## src/rtl/seg7_scan_display.sv

```systemverilog
// Scanned 8-digit seven-segment driver for the $v0/$v1 debug outputs.
// Periodically snapshots v0[15:0] and v1[15:0], then time-multiplexes them
// as hex digits: v1 on digits 7..4, v0 on digits 3..0. All outputs are registered.
module seg7_scan_display #(
    parameter int REFRESH_DIV = 100000,   // clk cycles per digit slot
    parameter int GUARD       = 16,       // anode-off cycles at the start of each slot
    parameter int UPDATE_DIV  = 50000000  // clk cycles between snapshot captures
) (
    input  logic        Clk,
    input  logic        Reset,
    input  logic [31:0] v0,
    input  logic [31:0] v1,
    input  logic        Freeze,
    input  logic        BlankLZ,
    output logic [6:0]  Seg,
    output logic        DP,
    output logic [7:0]  An,
    output logic [2:0]  Scan
);

    localparam int RW = (REFRESH_DIV > 1) ? $clog2(REFRESH_DIV) : 1;
    localparam int UW = (UPDATE_DIV > 1) ? $clog2(UPDATE_DIV) : 1;

    localparam logic [RW-1:0] REF_LAST  = RW'(REFRESH_DIV - 1);
    localparam logic [RW-1:0] REF_GUARD = RW'(GUARD);
    localparam logic [UW-1:0] UPD_LAST  = UW'(UPDATE_DIV - 1);

    logic [UW-1:0] upd_cnt_reg;
    logic [15:0]   snap0_reg;
    logic [15:0]   snap1_reg;
    logic [RW-1:0] ref_cnt_reg;
    logic [2:0]    idx_reg;
    logic [7:0]    an_reg;
    logic [6:0]    seg_reg;

    logic [15:0]   group_val;
    logic [3:0]    nibble;
    logic [3:0]    nib_zero;
    logic [3:0]    hi_zero;
    logic          blank;
    logic [7:0]    an_next;
    logic [6:0]    seg_next;

    // Upper halves of v0/v1 are intentionally not displayed.
    logic unused_hi;
    assign unused_hi = ^{v0[31:16], v1[31:16]};

    // Hex to active-low {g,f,e,d,c,b,a}.
    function automatic logic [6:0] decode(input logic [3:0] n);
        case (n)
            4'h0: decode = 7'h40;
            4'h1: decode = 7'h79;
            4'h2: decode = 7'h24;
            4'h3: decode = 7'h30;
            4'h4: decode = 7'h19;
            4'h5: decode = 7'h12;
            4'h6: decode = 7'h02;
            4'h7: decode = 7'h78;
            4'h8: decode = 7'h00;
            4'h9: decode = 7'h10;
            4'hA: decode = 7'h08;
            4'hB: decode = 7'h03;
            4'hC: decode = 7'h46;
            4'hD: decode = 7'h21;
            4'hE: decode = 7'h06;
            default: decode = 7'h0E;
        endcase
    endfunction

    // Snapshot timer; reset value makes the first edge after release capture.
    always_ff @(posedge Clk or posedge Reset) begin
        if (Reset) begin
            upd_cnt_reg <= UPD_LAST;
            snap0_reg   <= '0;
            snap1_reg   <= '0;
        end else if (upd_cnt_reg == UPD_LAST) begin
            upd_cnt_reg <= '0;
            if (!Freeze) begin
                snap0_reg <= v0[15:0];
                snap1_reg <= v1[15:0];
            end
        end else begin
            upd_cnt_reg <= upd_cnt_reg + 1'b1;
        end
    end

    // Slot timer and digit index; idx wraps 7 -> 0 naturally in 3 bits.
    always_ff @(posedge Clk or posedge Reset) begin
        if (Reset) begin
            ref_cnt_reg <= '0;
            idx_reg     <= '0;
        end else if (ref_cnt_reg == REF_LAST) begin
            ref_cnt_reg <= '0;
            idx_reg     <= idx_reg + 3'd1;
        end else begin
            ref_cnt_reg <= ref_cnt_reg + 1'b1;
        end
    end

    assign group_val = idx_reg[2] ? snap1_reg : snap0_reg;
    assign nibble    = group_val[{idx_reg[1:0], 2'b00} +: 4];

    // hi_zero[k]: nibble k and every higher nibble of the group are zero.
    generate
        for (genvar gi = 0; gi < 4; gi++) begin : g_zero
            assign nib_zero[gi] = (group_val[4*gi +: 4] == 4'h0);
            if (gi == 3) begin : g_top
                assign hi_zero[gi] = nib_zero[gi];
            end else begin : g_lower
                assign hi_zero[gi] = nib_zero[gi] & hi_zero[gi+1];
            end
        end
    endgenerate

    // Digit 0 of each group is never blanked so a zero value still shows "0".
    assign blank = BlankLZ && (idx_reg[1:0] != 2'd0) && hi_zero[idx_reg[1:0]];

    // Next anode/segment pattern; anodes stay dark during the guard window.
    always_comb begin
        an_next = 8'hFF;
        if (ref_cnt_reg >= REF_GUARD) begin
            an_next[idx_reg] = 1'b0;
        end
        seg_next = blank ? 7'h7F : decode(nibble);
    end

    // Output registers.
    always_ff @(posedge Clk or posedge Reset) begin
        if (Reset) begin
            an_reg  <= 8'hFF;
            seg_reg <= 7'h7F;
        end else begin
            an_reg  <= an_next;
            seg_reg <= seg_next;
        end
    end

    assign An   = an_reg;
    assign Seg  = seg_reg;
    assign DP   = 1'b1;
    assign Scan = idx_reg;

endmodule

```

## config.mk

```make
export PLATFORM = sky130hd
export DESIGN_NAME = seg7_scan_display
export DESIGN_NICKNAME = d
export VERILOG_FILES = /design/src/rtl/seg7_scan_display.sv
export SDC_FILE = /design/constraint.sdc
export NUM_CORES = 1
export LEC_CHECK = 0
export BUFFER_PORTS_ARGS = -buffer_cell sky130_fd_sc_hd__buf_4
export CAP_MARGIN = 15
export CORE_UTILIZATION = 48
export CTS_CLUSTER_SIZE = 10
export DETAILED_ROUTE_END_ITERATION = 8
export GPL_TIMING_DRIVEN = 0
export PLACE_DENSITY = 0.67
export RECOVER_POWER = 100
export SLEW_MARGIN = 40
export SYNTH_ARGS = -nofsm -noshare
export SYNTH_HDL_FRONTEND = slang
export SYNTH_SLANG_ARGS = --single-unit
```

## constraint.sdc

```tcl
create_clock -name Clk -period 3.6 [get_ports Clk]
set_clock_uncertainty 0.05 [all_clocks]
set_input_delay 0.36 -clock Clk [delete_from_list [all_inputs] [get_ports Clk]]
set_output_delay 0.36 -clock Clk [all_outputs]
set_load 0.05 [all_outputs]
```

### Word level (Yosys, flattened, before mapping)

Memories as Yosys holds them, arrays and structs flattened.
Index checks and enable logic that the tools add are counted.

* add/subtract/negate cells: 3
* reductions and logical operators: 9
* bitwise operators: 5
* $lt $le $gt $ge: 4
* equal/unequal tests: 2
* shifts and indexed selects: 1
* multiplexer cells: 9

Operators with widths (count)
* 26-bit by 1-bit adder with 26-bit output, second input constant: 1
* 26-bit == test, second input constant: 1
* 26-bit 2-to-1 mux: 1
* 17-bit by 1-bit adder with 17-bit output, second input constant: 1
* 17-bit == test, second input constant: 1
* 17-bit by 5-bit greater-or-equal comparator with 1-bit output, second input constant: 1
* 17-bit 2-to-1 mux: 1
* 4-bit logical NOT: 4
* 16-bit 2-to-1 mux: 1
* 16-bit by 5-bit indexed part select with 4-bit output: 1
* 8-bit 2-to-1 mux: 1
* 8-bit NOT: 1
* 7-bit 2-to-1 mux: 1
* 3-bit by 4-bit less-than comparator with 1-bit output, second input constant: 1
* 3-bit by 1-bit adder with 3-bit output, second input constant: 1
* 1-bit AND: 3
* 1-bit demux with 3-bit select: 1
* 3-bit by 1-bit greater-or-equal comparator with 1-bit output, second input constant: 1
* 1-bit logical AND: 3
* 2-bit by 3-bit less-than comparator with 1-bit output, second input constant: 1
* 1-bit binary-select mux with 2-bit select: 1
* 1-bit 2-to-1 mux: 2
* 2-bit AND reduction: 1
* 2-bit nonzero test: 1
* 1-bit NOT: 1

* output and inout port bits: 19
* memories: 1
* logic and storage cells: 41
* memory bits (read-only): 112
* bits in registers: 93
* bits of input ports: 68

Memory list
* (name not given): depth 16, bits a word 7, read ports 1, clocked after Yosys merged registers in 0, write ports 0, line 50 `case (n)`

### Longest topological paths before layout

* depth after elaboration: 9
* depth in mapped cells: 10
* gate-level depth less buffers: 8

### Worst setup path before layout

No wires, ideal clock.

* path type: register -> register
* start point: register idx_reg[2], in the netlist Scan[2]
* end point: register seg_reg[3], in the netlist Seg[3]
* stages on the path, launching flop included: 11
* path slack: 880 ps
* data arrival time: 2577 ps
* clock period less this slack: 2720 ps
* required time: 3457 ps
* buffers on the path: 2
* library setup time: 93 ps
* cell sequence: dfrtp_1 buf_2 buf_2 mux4_2 nand2_1 and2_1 inv_1 ha_1 mux2i_1 mux2_2 nand2_1

* longest elaborated chain between the ends: 9
* elaborated cells on any way between the ends: 14
* those cells by class: 1 x shift; 4 x mux; 3 x bitwise; 5 x reduce/logical; 1 x memory

RTL lines
* start, declared: line 32 `logic [2:0] idx_reg;`
* start signal, assigned: line 94 `idx_reg <= idx_reg + 3'd1;`
* 16-bit 2-to-1 mux (*): line 100 `assign group_val = idx_reg[2] ? snap1_reg : snap0_reg;`
* parallel branches: the longest is 7 deep, another holds memory 16 x 7 bit
* 7-bit 2-to-1 mux (*): line 124 `seg_next = blank ? 7'h7F : decode(nibble);`
* net seg_next[3]: line 42 `logic [6:0] seg_next;`
* end signal, assigned: line 134 `seg_reg <= seg_next;`
* end, declared: line 34 `logic [6:0] seg_reg;`

Mark *: on every way through the listed nets, which the timed path passes. The select of a mux whose other input is x is not followed.
A chain may end at the register's enable or synchronous reset.

### Worst setup path in the final report

* start point: register idx_reg[2], in the netlist Scan[2]
* end point: register seg_reg[5], in the netlist Seg[5]

The elaborated chain is that of the path after synthesis.

==> run metrics <==
DP HPWL=around 6.5 mm; Hold Crit Class=input pin to flop; vias in the first global route=3130; max reg flops=26; DRC=0; post-CTS setup repair buffer count=0; drt via density=5.25; pre-CTS WS=0.838 ns; Die H=100 µm; filler instances=857; Area Overhead vs Synth=13.0%; Die Area=10100 µm²; Starting Density=0.500; TritonRoute pass-1 iters=5; Avg Inst Size Synth=12.1 µm²; DRT iter0 DRCs=125; post-synthesis simple-gate area fraction=0.155; largest family of logic cells by synthesized area=multiplexers; top cells by area, synth=dfrtp_1 32%, dfstp_2 19%, mux2_4 9.7%; routed vias=3065; Routed WL per cell=roughly 15 µm; critical path class=flop to flop; CTS sink count=93; first-pass GRT wire length=15.3 mm; post-route cell area=5250 µm²; Synth Flop Type=dfrtp_1; buffers added on ports=53; final hold vios=0; worst hold margin=0.165 ns; Final ANT Viol Nets=0; final worst path period share=0.828; fin util=0.565; max-slew violations=38; final worst slack=0.619 ns; WP data required=3.81 ns; Synth Area in Compound Gates=0.0267; Setup crit start kind=flop; ANT cells=0; Synth cell types=44; total CTS buffers=9; LEAKAGE=2.28 nW; Seq/Total Area, Yosys=0.510; clock period minus final worst setup slack=2.98 ns; Worst Hold Launch=v0[3]; status=complete, but fails checks; RSZ-0062 raised after global routing=no; worst slew pin tran=1.70 ns; Setup violations, final=0; xor-xnor portion of the synthesized cell area=0.0755; CP arrival=about 3.2 ns; layout cells sized above 1=0.237; Post-Synth Adder-Cell Area=0.0296; Pwr Total=~1.9 mW; multiplexer share of the synthesized area=0.172; failing checks=max-capacitance violations, max-slew violations; Die Width=100 µm; Core Area=9280 µm²; worst-path fanout max=10; Crit. End Element=flop; biggest area consumer among synthesized cells=dfrtp_1; Clk Tree Root Cell=clkbuf_8; placed instance area=5240 µm²; Post-Syn Instances=between 300 and 400; H-tree depth=3; TritonCTS clock tree=yes; number of enable flip-flop cells after synthesis=0; RePlAce Congestion=slightly above 0.8; GRT Util Overall=0.199; P per Cell Area=365 nW/µm²; clock latency on the worst-skew pair=0.36 ns; Clk pin slew, worst setup/hold paths=0.09 ns; placed cells=roughly 570; syn_nets=463; Cell Count, Final, Fillers Out=584; Ys Warns=0; max-cap violation count=1; synth cell count leaders=60 x dfrtp_1, 37 x nor2_1, 33 x dfstp_2; final wirelength=8.96 mm; antenna violations before repair=0; Async S/R FF share, synth=1.00; Worst Setup SP=Scan[2]; RR Startpoint=Scan[2]; Netlist Area Pre-Place=4640 µm²; maximum VDD drop=around 0.17 mV; max_slew headroom=-0.142; Max Clk Rate=0.335 GHz; synthesized flop and latch total=just over 90; Setup TNS=0 ns; count leader, synth=dfrtp_1; worst-case clock buffer depth=2; final-stage net count=529; grt total ovfl=0; post-synth top area share=0.323; Top Ports=87; largest net degree at the start of global routing=57; Site Rows=35
-- timing repair --
item,4_1_cts,5_1_grt
gates resized for setup,0,0
endpoints found under the hold margin,18,0
hold buffers,1,0
-- power by group --
part,internal [mW],leakage [nW],switching [mW],total [mW]
registers,1.08,1.13,0.0174,1.09
clock network,0.300,0.0959,0.372,0.672
logic,0.0651,1.06,0.0857,0.151
total,1.44,2.28,0.475,1.92
-- logic make-up after synthesis --
group                      count (synthesis)
adders and majority gates                 11
xor gates and xnor gates                  40
buffers and inverters                     26
muxes                                     53
DFF                                       93
and+or+nand+nor                          140
AOI/OAI and AO/OA                         20
other                                      1
-- per-layer routing --
metal | vias to the layer above | wire length (µm) | part of all wire | track usage
li1 | 1474 | - | - | -
met1 | 1524 | 4020 | 0.45 | 0.256
met2 | 59 | 4470 | 0.50 | 0.332
met3 | 8 | 390 | 0.044 | 0.0474
met4 | 0 | 79 | 0.0088 | 0.0613
met5 | - | 0 | 0 | 0
-- cell type report --
| cell class | instances | area [µm²] | share of cell area |
|---|---|---|---|
| multi-input combinational | 265 | 2020 | 0.385 |
| inverter | 13 | 50.0 | 0.00954 |
| clock inverter | 5 | 38.8 | 0.00739 |
| tap | 129 | 161 | 0.0308 |
| clock buffer | 11 | 153 | 0.0291 |
| buffer | 13 | 88.8 | 0.0169 |
| sequential | 93 | 2370 | 0.451 |
| timing repair buffer | 55 | 368 | 0.0701 |
-- critical path, stage by stage, from the launching register on --
cell and delay (ns):
dfrtp_1 0.36, buf_2 0.27, clkbuf_1 0.50, mux4_2 0.57, nand2_1 0.09, and2_0 0.27, inv_1 0.16, ha_1 0.27
mux2i_1 0.13, or2_0 0.12, o211ai_1 0.09
-- cells in the final DEF (no fill, tap or decap), types with 8 or more instances in the layout --
cell | Yosys | routed
clkbuf_1 | 5 | 26
nand3_1 | 17 | 17
mux2i_1 | 10 | 10
nand4_1 | 13 | 13
xor2_1 | 18 | 18
inv_1 | 12 | 11
nor3_1 | 11 | 11
xnor2_1 | 22 | 22
clkbuf_8 | 0 | 9
nor2_1 | 37 | 38
nand2_1 | 26 | 26
mux4_2 | 8 | 8
mux2_1 | 0 | 27
ha_1 | 11 | 11
buf_4 | 1 | 35
dfrtp_1 | 60 | 60
dfstp_2 | 33 | 32
-- path summary, 6_finish.rpt --
path	end	slack (ns)	depth (start not counted)
max in group asynchronous	Seg[6]	1.63	4
worst max-delay path	Seg[5]	0.62	10
worst min register to register	upd_cnt_reg[6]	0.44	1
worst min-delay path	snap0_reg[3]	0.16	2
worst max register to register	Seg[5]	0.62	10
min in group asynchronous	upd_cnt_reg[18]	0.93	3
No activity file was read; power rests on OpenSTA's default activity.
